### config.mk
export PLATFORM = sky130hd
export DESIGN_NAME = cordic_vector
export DESIGN_NICKNAME = d
export VERILOG_FILES = /design/src/rtl/cordic_pkg.sv /design/src/rtl/cordic_vec_step.sv /design/src/rtl/cordic_vector.sv
export SDC_FILE = /design/constraint.sdc
export NUM_CORES = 1
export LEC_CHECK = 0
export ABC_AREA = 1
export BUFFER_PORTS_ARGS = -buffer_cell sky130_fd_sc_hd__buf_2
export CAP_MARGIN = 25
export CORE_MARGIN = 2
export CORE_UTILIZATION = 30
export CTS_CLUSTER_SIZE = 8
export DETAILED_ROUTE_END_ITERATION = 12
export PLACE_DENSITY = 0.57
export REMOVE_ABC_BUFFERS = 1
export SYNTH_ARGS = -nofsm -noshare
export SYNTH_HDL_FRONTEND = slang
export SYNTH_SLANG_ARGS = --single-unit
### constraint.sdc
create_clock -name clk -period 3.54 [get_ports clk]
set_clock_uncertainty 0.2 [all_clocks]
set_input_delay 0.177 -clock clk [delete_from_list [all_inputs] [get_ports clk]]
set_output_delay 0.177 -clock clk [all_outputs]
set_load 0.01 [all_outputs]
### src/rtl/cordic_pkg.sv
// Shared constants, arctangent table and FSM state type for the CORDIC blocks.
package cordic_pkg;

    localparam int unsigned ATAN_LEN     = 14;
    localparam int          PI_2         = 25735;
    localparam int          CORDIC_K_Q14 = 26981;

    typedef enum logic [1:0] {
        StIdle,
        StIter,
        StDone
    } cordic_state_e;

    // atan(2^-i) in Q2.14, truncated.
    function automatic int atan_lut(input int unsigned i);
        int r;
        case (i)
            0:       r = 12867;
            1:       r = 7596;
            2:       r = 4013;
            3:       r = 2037;
            4:       r = 1022;
            5:       r = 511;
            6:       r = 255;
            7:       r = 127;
            8:       r = 63;
            9:       r = 31;
            10:      r = 15;
            11:      r = 7;
            12:      r = 3;
            13:      r = 1;
            default: r = 0;
        endcase
        return r;
    endfunction

endpackage

### src/rtl/cordic_vec_step.sv
// One combinational vectoring-mode micro-rotation: drives Y towards zero and
// accumulates the rotated angle in Z.
module cordic_vec_step #(
    parameter int unsigned XW = 18,
    parameter int unsigned ZW = 17,
    parameter int unsigned SW = 4
) (
    input  logic signed [XW-1:0] x_i,
    input  logic signed [XW-1:0] y_i,
    input  logic signed [ZW-1:0] z_i,
    input  logic        [SW-1:0] shift_i,
    input  logic signed [ZW-1:0] atan_i,
    output logic signed [XW-1:0] x_o,
    output logic signed [XW-1:0] y_o,
    output logic signed [ZW-1:0] z_o
);

    logic signed [XW-1:0] x_sh;
    logic signed [XW-1:0] y_sh;

    assign x_sh = x_i >>> shift_i;
    assign y_sh = y_i >>> shift_i;

    always_comb begin
        if (y_i[XW-1]) begin
            x_o = x_i - y_sh;
            y_o = y_i + x_sh;
            z_o = z_i - atan_i;
        end else begin
            x_o = x_i + y_sh;
            y_o = y_i - x_sh;
            z_o = z_i + atan_i;
        end
    end

endmodule

### src/rtl/cordic_vector.sv
// Iterative vectoring-mode CORDIC: (x, y) -> uncompensated magnitude and atan2(y, x),
// one micro-rotation per clock between valid/ready handshakes.
module cordic_vector
    import cordic_pkg::*;
#(
    parameter int unsigned BITS  = 16,
    parameter int unsigned STEPS = 14,
    parameter int unsigned GUARD = 2
) (
    input  logic                         clk,
    input  logic                         rst_n,
    input  logic                         in_valid,
    output logic                         in_ready,
    input  logic signed [BITS-1:0]       x_in,
    input  logic signed [BITS-1:0]       y_in,
    output logic                         out_valid,
    input  logic                         out_ready,
    output logic signed [BITS+GUARD-1:0] mag_out,
    output logic signed [BITS:0]         ang_out
);

    localparam int unsigned XW   = BITS + GUARD;
    localparam int unsigned ZW   = BITS + 1;
    localparam int unsigned CntW = (STEPS > 1) ? $clog2(STEPS + 1) : 1;

    cordic_state_e        state_q, state_d;
    logic signed [XW-1:0] x_q, x_d, y_q, y_d, mag_q, mag_d;
    logic signed [ZW-1:0] z_q, z_d, ang_q, ang_d;
    logic [CntW-1:0]      cnt_q, cnt_d;

    logic signed [XW-1:0] x_ext, y_ext, x_pre, y_pre, x_nxt, y_nxt;
    logic signed [ZW-1:0] z_pre, z_nxt, atan_cur;

    assign x_ext    = XW'(x_in);
    assign y_ext    = XW'(y_in);
    assign atan_cur = ZW'(atan_lut(32'(cnt_q)));

    // Fold the left half-plane into the right one; y=0 with x<0 lands on +pi.
    always_comb begin
        x_pre = x_ext;
        y_pre = y_ext;
        z_pre = '0;
        if (x_in[BITS-1] && !y_in[BITS-1]) begin
            x_pre = y_ext;
            y_pre = -x_ext;
            z_pre = ZW'(PI_2);
        end else if (x_in[BITS-1] && y_in[BITS-1]) begin
            x_pre = -y_ext;
            y_pre = x_ext;
            z_pre = -ZW'(PI_2);
        end
    end

    cordic_vec_step #(
        .XW(XW),
        .ZW(ZW),
        .SW(CntW)
    ) u_step (
        .x_i    (x_q),
        .y_i    (y_q),
        .z_i    (z_q),
        .shift_i(cnt_q),
        .atan_i (atan_cur),
        .x_o    (x_nxt),
        .y_o    (y_nxt),
        .z_o    (z_nxt)
    );

    always_comb begin
        state_d = state_q;
        x_d     = x_q;
        y_d     = y_q;
        z_d     = z_q;
        cnt_d   = cnt_q;
        mag_d   = mag_q;
        ang_d   = ang_q;
        unique case (state_q)
            StIdle: begin
                if (in_valid) begin
                    x_d     = x_pre;
                    y_d     = y_pre;
                    z_d     = z_pre;
                    cnt_d   = '0;
                    state_d = StIter;
                end
            end
            StIter: begin
                x_d   = x_nxt;
                y_d   = y_nxt;
                z_d   = z_nxt;
                cnt_d = cnt_q + CntW'(1);
                if (cnt_q == CntW'(STEPS - 1)) begin
                    mag_d   = x_nxt;
                    ang_d   = z_nxt;
                    state_d = StDone;
                end
            end
            StDone: begin
                if (out_ready) begin
                    state_d = StIdle;
                end
            end
            default: state_d = StIdle;
        endcase
    end

    always_ff @(posedge clk) begin
        if (!rst_n) begin
            state_q <= StIdle;
            x_q     <= '0;
            y_q     <= '0;
            z_q     <= '0;
            cnt_q   <= '0;
            mag_q   <= '0;
            ang_q   <= '0;
        end else begin
            state_q <= state_d;
            x_q     <= x_d;
            y_q     <= y_d;
            z_q     <= z_d;
            cnt_q   <= cnt_d;
            mag_q   <= mag_d;
            ang_q   <= ang_d;
        end
    end

    assign in_ready  = rst_n && (state_q == StIdle);
    assign out_valid = (state_q == StDone);
    assign mag_out   = mag_q;
    assign ang_out   = ang_q;

endmodule

# After elaboration in Yosys (flattened, before gate mapping)

Memories as Yosys holds them, arrays and structs flattened. A register that Yosys moved wholly into a read port is not among the register bits.
Index checks and enable logic that the tools add are counted.

Mux-type cells: 23
Shift-type cells: 2
Equal/unequal tests: 6
$add $sub $neg: 9
Reduce and logical (&&, ||, !) cells: 9

Operators by type and width:

| operator              | number |
|---|---|
| $mux W18              | 8 |
| $pmux W18 S2          | 2 |
| $mux W17              | 4 |
| $add A18 B18 Y18      | 2 |
| $neg A16 Y18          | 2 |
| $sshr A18 B4 Y18      | 2 |
| $sub A18 B18 Y18      | 2 |
| $pmux W17 S2          | 1 |
| $add A17 B17 Y17      | 1 |
| $sub A17 B17 Y17      | 1 |
| $mux W4               | 3 |
| $pmux W4 S2           | 1 |
| $mux W2               | 3 |
| $pmux W2 S3           | 1 |
| $add A4 B1 Y4 const B | 1 |
| $eq A4 B4 Y1 const B  | 1 |
| $ne A2 B2 Y1 const B  | 2 |
| $reduce_and A2 Y1     | 2 |
| $logic_and A1 B1 Y1   | 3 |
| $reduce_and A3 Y1     | 1 |
| $eq A2 B1 Y1 const B  | 1 |
| $eq A2 B2 Y1 const B  | 1 |
| $logic_not A2 Y1      | 1 |
| $ne A2 B1 Y1 const B  | 1 |
| other kinds (2)       | 2 |

Logic and storage cells: 57
ROM bits: 224
Memories: 1
Output and inout port bits: 37
Register bits after elaboration: 94
Input port bits: 36

Memory list:

| name             | depth | bits a word | rd ports | clocked after Yosys merged registers in | write ports | line             | text |
|---|---|---|---|---|---|---|---|
| (name not given) | 16    | 14          | 1        | 1                                       | 0           | cordic_pkg.sv:17 | `case (i)` |

# Depth between registers and ports, before layout

Gate-level depths: netlist of run 1.

Word-level depth: 5
Mapped depth: 30
Depth with buffers taken out: 28

# By module

Synthesis of run 1 repeated with hierarchy kept, for this count alone.

Cell total of the unflattened synthesis: 1,760
Area, all modules: 10,712.8 sq um

Modules (own cells, without submodules):

| module          | instances | area an instance (sq um) | seq. area each (sq um) | cells each |
|---|---|---|---|---|
| cordic_vec_step | 1         | 5,363.9                  | 0.0                    | 954 |
| cordic_vector   | 1         | 5,348.9                  | 2,162.1                | 806 |

# Worst setup path after synthesis of run 1

No wires, ideal clock.

Path kind: reg2reg
Start: reg cnt_q[0]
End: reg y_q[17]
Setup slack: -161 ps
Required time: 3,209 ps
Clock period less this slack: 3,701 ps
Cell stages (with the launch flop): 25
Data arrival time: 3,371 ps
Path through: dfxtp_1 -> buf_6 -> buf_2 -> nand2_1 -> nand3_2 -> nand3_2 -> o21ai_2 -> nand2_1 -> nand2_1 -> inv_1 -> ha_1 -> and2_1 -> nand2_1 -> inv_2 -> a41oi_1 -> xnor2_1 -> inv_1 -> ha_1 -> nand2_1 -> nor2_1 -> nand4_1 -> o311ai_0 -> nand3_1 -> nand3_1 -> a21oi_2

Longest elaborated chain between the ends: 4
Elaborated cells between the ends (all ways): 5

RTL lines:

| what                                                 | line                                         | text |
|---|---|---|
| from (decl)                                          | cordic_vector.sv:29                          | `logic [CntW-1:0] cnt_q, cnt_d;` |
| from (signal assigned)                               | cordic_vector.sv:121                         | `cnt_q <= cnt_d;` |
| $sshr A18 B4 Y18 (*)                                 | cordic_vec_step.sv:21                        | `assign x_sh = x_i >>> shift_i;` |
| $sub A18 B18 Y18 or $add A18 B18 Y18 (tied branches) | cordic_vec_step.sv:31, cordic_vec_step.sv:27 |  |
| $mux W18 (*)                                         | cordic_vec_step.sv:25                        | `if (y_i[XW-1]) begin` |
| $pmux W18 S2 (*)                                     | cordic_vector.sv:77                          | `unique case (state_q)` |
| to (signal assigned)                                 | cordic_vector.sv:119                         | `y_q <= y_d;` |
| to (decl)                                            | cordic_vector.sv:27                          | `logic signed [XW-1:0] x_q, x_d, y_q, y_d, mag_q, mag_d;` |

Every way passes the cells marked *; elsewhere a longest branch is shown, timed or not.
A chain may end at the register's enable or synchronous reset.

# Final worst setup path of run 1

Start: reg cnt_q[0]
End: reg x_q[11]

Longest elaborated chain between the ends: 4
Elaborated cells between the ends (all ways): 5

RTL lines:

| what                                                 | line                                         | text |
|---|---|---|
| $sshr A18 B4 Y18 (*)                                 | cordic_vec_step.sv:22                        | `assign y_sh = y_i >>> shift_i;` |
| $add A18 B18 Y18 or $sub A18 B18 Y18 (tied branches) | cordic_vec_step.sv:30, cordic_vec_step.sv:26 |  |
| $mux W18 (*)                                         | cordic_vec_step.sv:25                        |  |
| $pmux W18 S2 (*)                                     | cordic_vector.sv:77                          |  |
| to (signal assigned)                                 | cordic_vector.sv:110                         | `x_q <= '0;` |
| to (signal assigned)                                 | cordic_vector.sv:118                         | `x_q <= x_d;` |
| to (decl)                                            | cordic_vector.sv:27                          |  |

Marks and branches as above.

==> impl_metrics.tcl, run 1 <==
set metrics [dict create \
    cts_sinks 108 \
    synth_edf_count 0 \
    clockRootBuffer "clkbuf_16" \
    diodes 0 \
    critPathArrivalTime_ns 4.08 \
    async_reset_ff_frac 0 \
    cp.required_ns 3.63 \
    fin_crit_sh 1.13 \
    endpoint_kind "flop" \
    die_w_um 190 \
    dpl.hpwl_um 31000 \
    rsz0062_at_grt "yes" \
    cp_max_fo 16 \
    final_cell_mix "nand2_1, buf_4, inv_1" \
    antenna_found_initial 0 \
    synth-seq-cells 108 \
    grt_overflow_total 0 \
    avgSynthCellArea_um2 6.19 \
    status "complete, but fails checks" \
    failed_checks "negative setup slack" \
    synth_area_leader_cell "dfxtp_1" \
    vias 12699 \
    place_ws_ns -0.577 \
    clock_latency_ns 0.38 \
    gp_congestion 0.928 \
    clockBufferDepth 2 \
    cts_max_level 3 \
    vias_per_cell 5.10 \
    crit_type "flop to flop" \
    hold_viol 0 \
    relSlewSlack 0.534 \
    finalNetCount 2132 \
    hold_ws_ns 0.0121 \
    clock.fmax_mhz 250 \
    place_area_um2 13200 \
    initial_core_util 0.302 \
    rows 68 \
    synth.top_cell.area_share 0.208 \
    synth_area_um2 10400 \
    track_usage 0.215 \
    ys_types 54 \
    cts_buffers 9 \
    layout-drive-gt1-share 0.354 \
    syn_to_final_growth_pct 48.8 \
    die_area_um2 36100 \
    grt_max_degree 57 \
    netlist_top_cells_area "dfxtp_1, nand2_1, nand3_1" \
    grt_pass1_vias 11762 \
    synthCells 1676 \
    vdd_drop_max_v 0.000336 \
    finalSetupViolCount 31 \
    grt_pass1_wl_um 61800 \
    p_leak_nw 7.61 \
    powerDensity_nw_per_um2 644 \
    port_buffers 72 \
    drt-initial-drc-count 868 \
    worst_slack_ns -0.458 \
    ys.warnings.count 0 \
    wirelength_um 41600 \
    path_clk_slew_ns 0.09 \
    fin_area_um2 15400 \
    final_common_cell "nand2_1" \
    worst_pin_slew_ns 0.699 \
    fillerInstances 3514 \
    design.core.area_um2 34300 \
    ant_nets 0 \
    die_h_um 190 \
    io_pins 73 \
    period_minus_slack_ns 4.00 \
    drc 0 \
    synth_ff_type "dfxtp_1" \
    startpoint_type "flop" \
    drt_pass1_iterations 5 \
    yosysSeqAreaShare 0.208 \
    drt-wirelength-per-cell_um 16.7 \
    finalMaxSlewViolations 0 \
    min_path_type "input pin to flop" \
    maxCapViolCount 0 \
    cts_tree "done" \
]
==> synthesized netlist by cell type (all sizes together) (2+ instances only) <==
library cell,count
nand2,426
nand3,198
inv,183
nor2,163
o21ai,139
a21oi,118
dfxtp,108
ha,61
xor2,53
clkbuf,37
buf,36
xnor2,23
o211ai,16
nor3,15
a31oi,14
nand4,13
o22ai,10
o221ai,9
a21o,7
a211oi,6
a311oi,5
o31ai,5
a221oi,3
a22oi,3
fa,3
nor4,3
o311ai,3
a21boi,2
a41oi,2
and2,2
o21a,2
o21bai,2
==> area by class of cell <==
cell class | instances | area, um^2 | share of cell area
Clock buffer | 9 | 225 | 0.0146
Clock inverter | 6 | 80.1 | 0.00519
Inverter | 183 | 721 | 0.0467
Multi-Input combinational cell | 1312 | 8420 | 0.545
Sequential cell | 108 | 2170 | 0.141
Tap cell | 455 | 569 | 0.0369
Timing Repair Buffer | 414 | 3200 | 0.208
Timing Repair inverter | 4 | 47.5 | 0.00308
==> sequential cells by signal, indices dropped and copies added (netlist names) <==
register / count
ang_out: 17
atan_cur: 14
cnt_q: 4
mag_out: 18
state_q: 2
x_q: 18
y_q: 18
z_q: 17
==> what timing repair did <==
item / CTS / global route
pin swaps: 13 / 98
hold buffers: 8 / 0
cloned: 1 / 5
gates resized for setup: 61 / 286
endpoints found under the setup margin: 35 / 44
endpoints found under the hold margin: 7 / 0
setup buffers: 6 / 35
==> worst paths after layout <==
kind	start	endpoint	slack (ns)	depth (start not counted)
worst max-delay path	cnt_q[0]	x_q[11]	-0.46	23
worst min-delay path	y_in[7]	y_q[7]	0.01	3
worst max register to register	cnt_q[0]	x_q[11]	-0.46	23
worst min register to register	mag_out[15]	mag_out[15]	0.27	2
==> cell families after synthesis <==
kind of cell,count (synthesis),share of synthesized area
flip-flops,108,0.208
AO/OA/AOI/OAI,348,0.192
buffers and inverters,256,0.102
adder cells (fa/ha/maj),64,0.0794
XOR/XNOR,76,0.0642
AND/OR/NAND/NOR,823,0.353
multiplexers,1,0.00109
==> per-stage QoR <==
stage,setup TNS [ns],utilization,instances,power [W]
after global routing,-15.09,0.450,2491,0.0106
after CTS,-6.25,0.406,2455,0.00832
final,-8.64,0.450,2491,0.00994
after floorplan,-84.82,-,1603,0.00435
after detailed placement,-11.83,0.385,2425,0.00690
after global placement,-8.77,0.385,2425,0.00686
==> layer usage <==
metal / global-route usage / routed length, um / vias to the layer above
met5: 0 / 0 / -
met4: 0.0802 / 1570 / 0
met3: 0.0183 / 1820 / 58
met2: 0.375 / 20500 / 364
met1: 0.275 / 17700 / 5971
li1: - / - / 6306
==> power breakdown <==
| group | switching [W] | leakage, nW | internal (W) |
|---|---|---|---|
| clock network | 0.000551 | 0.148 | 0.000565 |
| registers | 0.000143 | 0.887 | 0.00134 |
| logic | 0.00386 | 6.57 | 0.00348 |
==> worst max-delay path, stage by stage (launching register included) <==
cell      delay (ns)
dfxtp_4         0.38
buf_4           0.15
buf_12          0.15
nand2_1         0.12
nand3_2         0.11
nand3_2         0.08
nand3_2         0.08
nand2_2         0.11
ha_4            0.16
nand3_4         0.10
nor3_4          0.24
a21oi_2         0.08
xor2_1          0.16
ha_1            0.33
nand2_2         0.10
nor2_4          0.13
nand2_2         0.07
o211ai_1        0.24
nand2_1         0.16
buf_6           0.15
nand2_4         0.08
xor2_4          0.19
nor2_4          0.09
a311oi_2        0.25
(Power assumes the default switching activity.)
==> run 2, diff against run 1 <==
--- a/config.mk
+++ b/config.mk
@@ -12,7 +12,8 @@
 export CORE_UTILIZATION = 30
 export CTS_CLUSTER_SIZE = 8
 export DETAILED_ROUTE_END_ITERATION = 12
-export PLACE_DENSITY = 0.57
+export HOLD_SLACK_MARGIN = 0.06
+export PLACE_DENSITY = 0.55
 export REMOVE_ABC_BUFFERS = 1
 export SYNTH_ARGS = -nofsm -noshare
 export SYNTH_HDL_FRONTEND = slang
==> constraint.sdc (replaced) <==
create_clock -name clk -period 4.6 [get_ports clk]
set_clock_uncertainty 0.2 [all_clocks]
set_input_delay 0.23 -clock clk [delete_from_list [all_inputs] [get_ports clk]]
set_output_delay 0.23 -clock clk [all_outputs]
set_load 0.01 [all_outputs]
==> impl_metrics.tcl, run 2 (same netlist as run 1, synthesis figures left out) <==
set metrics [dict create \
    crit_type "flop to flop" \
    place_area_um2 11200 \
    track_usage 0.199 \
    min_path_type "input pin to flop" \
    period_minus_slack_ns 4.34 \
    finalMaxSlewViolations 0 \
    worst_pin_slew_ns 0.973 \
    rows 68 \
    drt-wirelength-per-cell_um 16.4 \
    relSlewSlack 0.351 \
    startpoint_type "flop" \
    fillerInstances 3796 \
    powerDensity_nw_per_um2 433 \
    grt_overflow_total 0 \
    final_cell_mix "nand2_1, nand3_1, inv_1" \
    drt_pass1_iterations 6 \
    clockBufferDepth 2 \
    gp_congestion 0.903 \
    m1WireLength_um 15700 \
    die_h_um 190 \
    finalSetupTns_ns 0 \
    grt_max_degree 57 \
    critPathArrivalTime_ns 4.41 \
    cp_max_fo 27 \
    hold_ws_ns 0.0772 \
    vias 11244 \
    vias_per_cell 5.16 \
    finalSetupViolCount 0 \
    dpl.hpwl_um 27200 \
    endpoint_kind "flop" \
    diodes 0 \
    maxCapViolCount 0 \
    finalNetCount 1819 \
    grt_pass1_wl_um 57400 \
    rsz0062_at_grt "no" \
    final_util 0.338 \
    drc 0 \
    io_pins 73 \
    fin_crit_sh 0.944 \
    wl_met2_um 17100 \
    path_clk_slew_ns 0.09 \
    wirelength_um 35600 \
    initial_core_util 0.302 \
    clock.fmax_mhz 230 \
    clock_latency_ns 0.38 \
    hold_viol 0 \
    power_w 0.00501 \
    cts_tree "done" \
    status "complete, no violations" \
    p_leak_nw 5.79 \
    cts_buffers 9 \
    antenna_found_initial 0 \
    fin_area_um2 11600 \
    cts_max_level 3 \
    grt_pass1_vias 10799 \
    vdd_drop_max_v 0.000185 \
    port_buffers 72 \
    layout-drive-gt1-share 0.113 \
    drt-initial-drc-count 849 \
    final_common_cell "nand2_1" \
    cp.required_ns 4.67 \
    clockRootBuffer "clkbuf_16" \
    design.core.area_um2 34300 \
    syn_to_final_growth_pct 11.6 \
    ant_nets 0 \
    die_w_um 190 \
    die_area_um2 36100 \
    cts_sinks 108 \
    post_cts_buffers 0 \
    highest_layer "met4" \
    dr_wl_met3_um 1620 \
]
-- run 2: worst paths after layout --
path / end / startpoint / slack, ns / cells past startpoint
setup / recovery: y_q[7] / cnt_q[0] / 0.26 / 23
hold / removal: y_q[5] / y_in[5] / 0.08 / 3
setup reg to reg: y_q[7] / cnt_q[0] / 0.26 / 23
hold reg to reg: mag_out[2] / mag_out[2] / 0.27 / 2
-- run 2: cell type report --
type	count	area, um^2	share of cell area
Multi-Input combinational cell	1312	7180	0.621
Sequential cell	108	2160	0.187
Inverter	183	699	0.0604
Timing Repair Buffer	105	661	0.0571
Tap cell	455	569	0.0492
Clock buffer	9	225	0.0195
Clock inverter	7	70.1	0.00605
-- run 2: repair_timing --
action / CTS / global route
hold endpoints to repair: 6 / 0
endpoints found under the setup margin: 0 / 8
hold buffers: 8 / 0
gates resized for setup: 0 / 13
-- run 2: where the power goes --
group | switching, W | leakage [nW] | internal [W] | total [W]
clock | 0.000445 | 0.141 | 0.000384 | 0.000829
combinational | 0.00195 | 4.76 | 0.00107 | 0.00302
sequential | 0.000134 | 0.886 | 0.00103 | 0.00116
total | 0.00253 | 5.79 | 0.00248 | 0.00501
-- run 2: per-stage QoR --
| stage | std cells | setup slack, ns |
|---|---|---|
| final | 2179 | 0.256 |
| after global routing | 2179 | 0.0226 |
| after CTS | 2179 | 0.0647 |
| after detailed placement | 2155 | 0.246 |
| after global placement | 2155 | 0.319 |
| after floorplan | 1603 | -0.494 |
-- run 2: routing by layer --
metal | up-vias | GRT usage
li1 | 5688 | -
met1 | 5179 | 0.250
met2 | 326 | 0.348
met3 | 51 | 0.0231
met4 | 0 | 0.0754
met5 | - | 0
-- run 2: critical path, stage by stage (launching register included) --
cell and delay [ns]:
dfxtp_2 0.42, buf_8 0.22, nand2_1 0.12, nand3_2 0.11
nand2_2 0.06, o21ai_2 0.14, nand2_1 0.08, nand2_1 0.18
inv_1 0.07, ha_1 0.19, and2_1 0.17, a31oi_1 0.16
xnor2_1 0.16, inv_1 0.07, ha_1 0.34, nand2_1 0.11
inv_1 0.06, a21oi_1 0.27, o21ai_2 0.10, inv_1 0.09
o21ai_0 0.10, a21oi_2 0.19, a311oi_1 0.06, dlygate4sd3_1 0.56
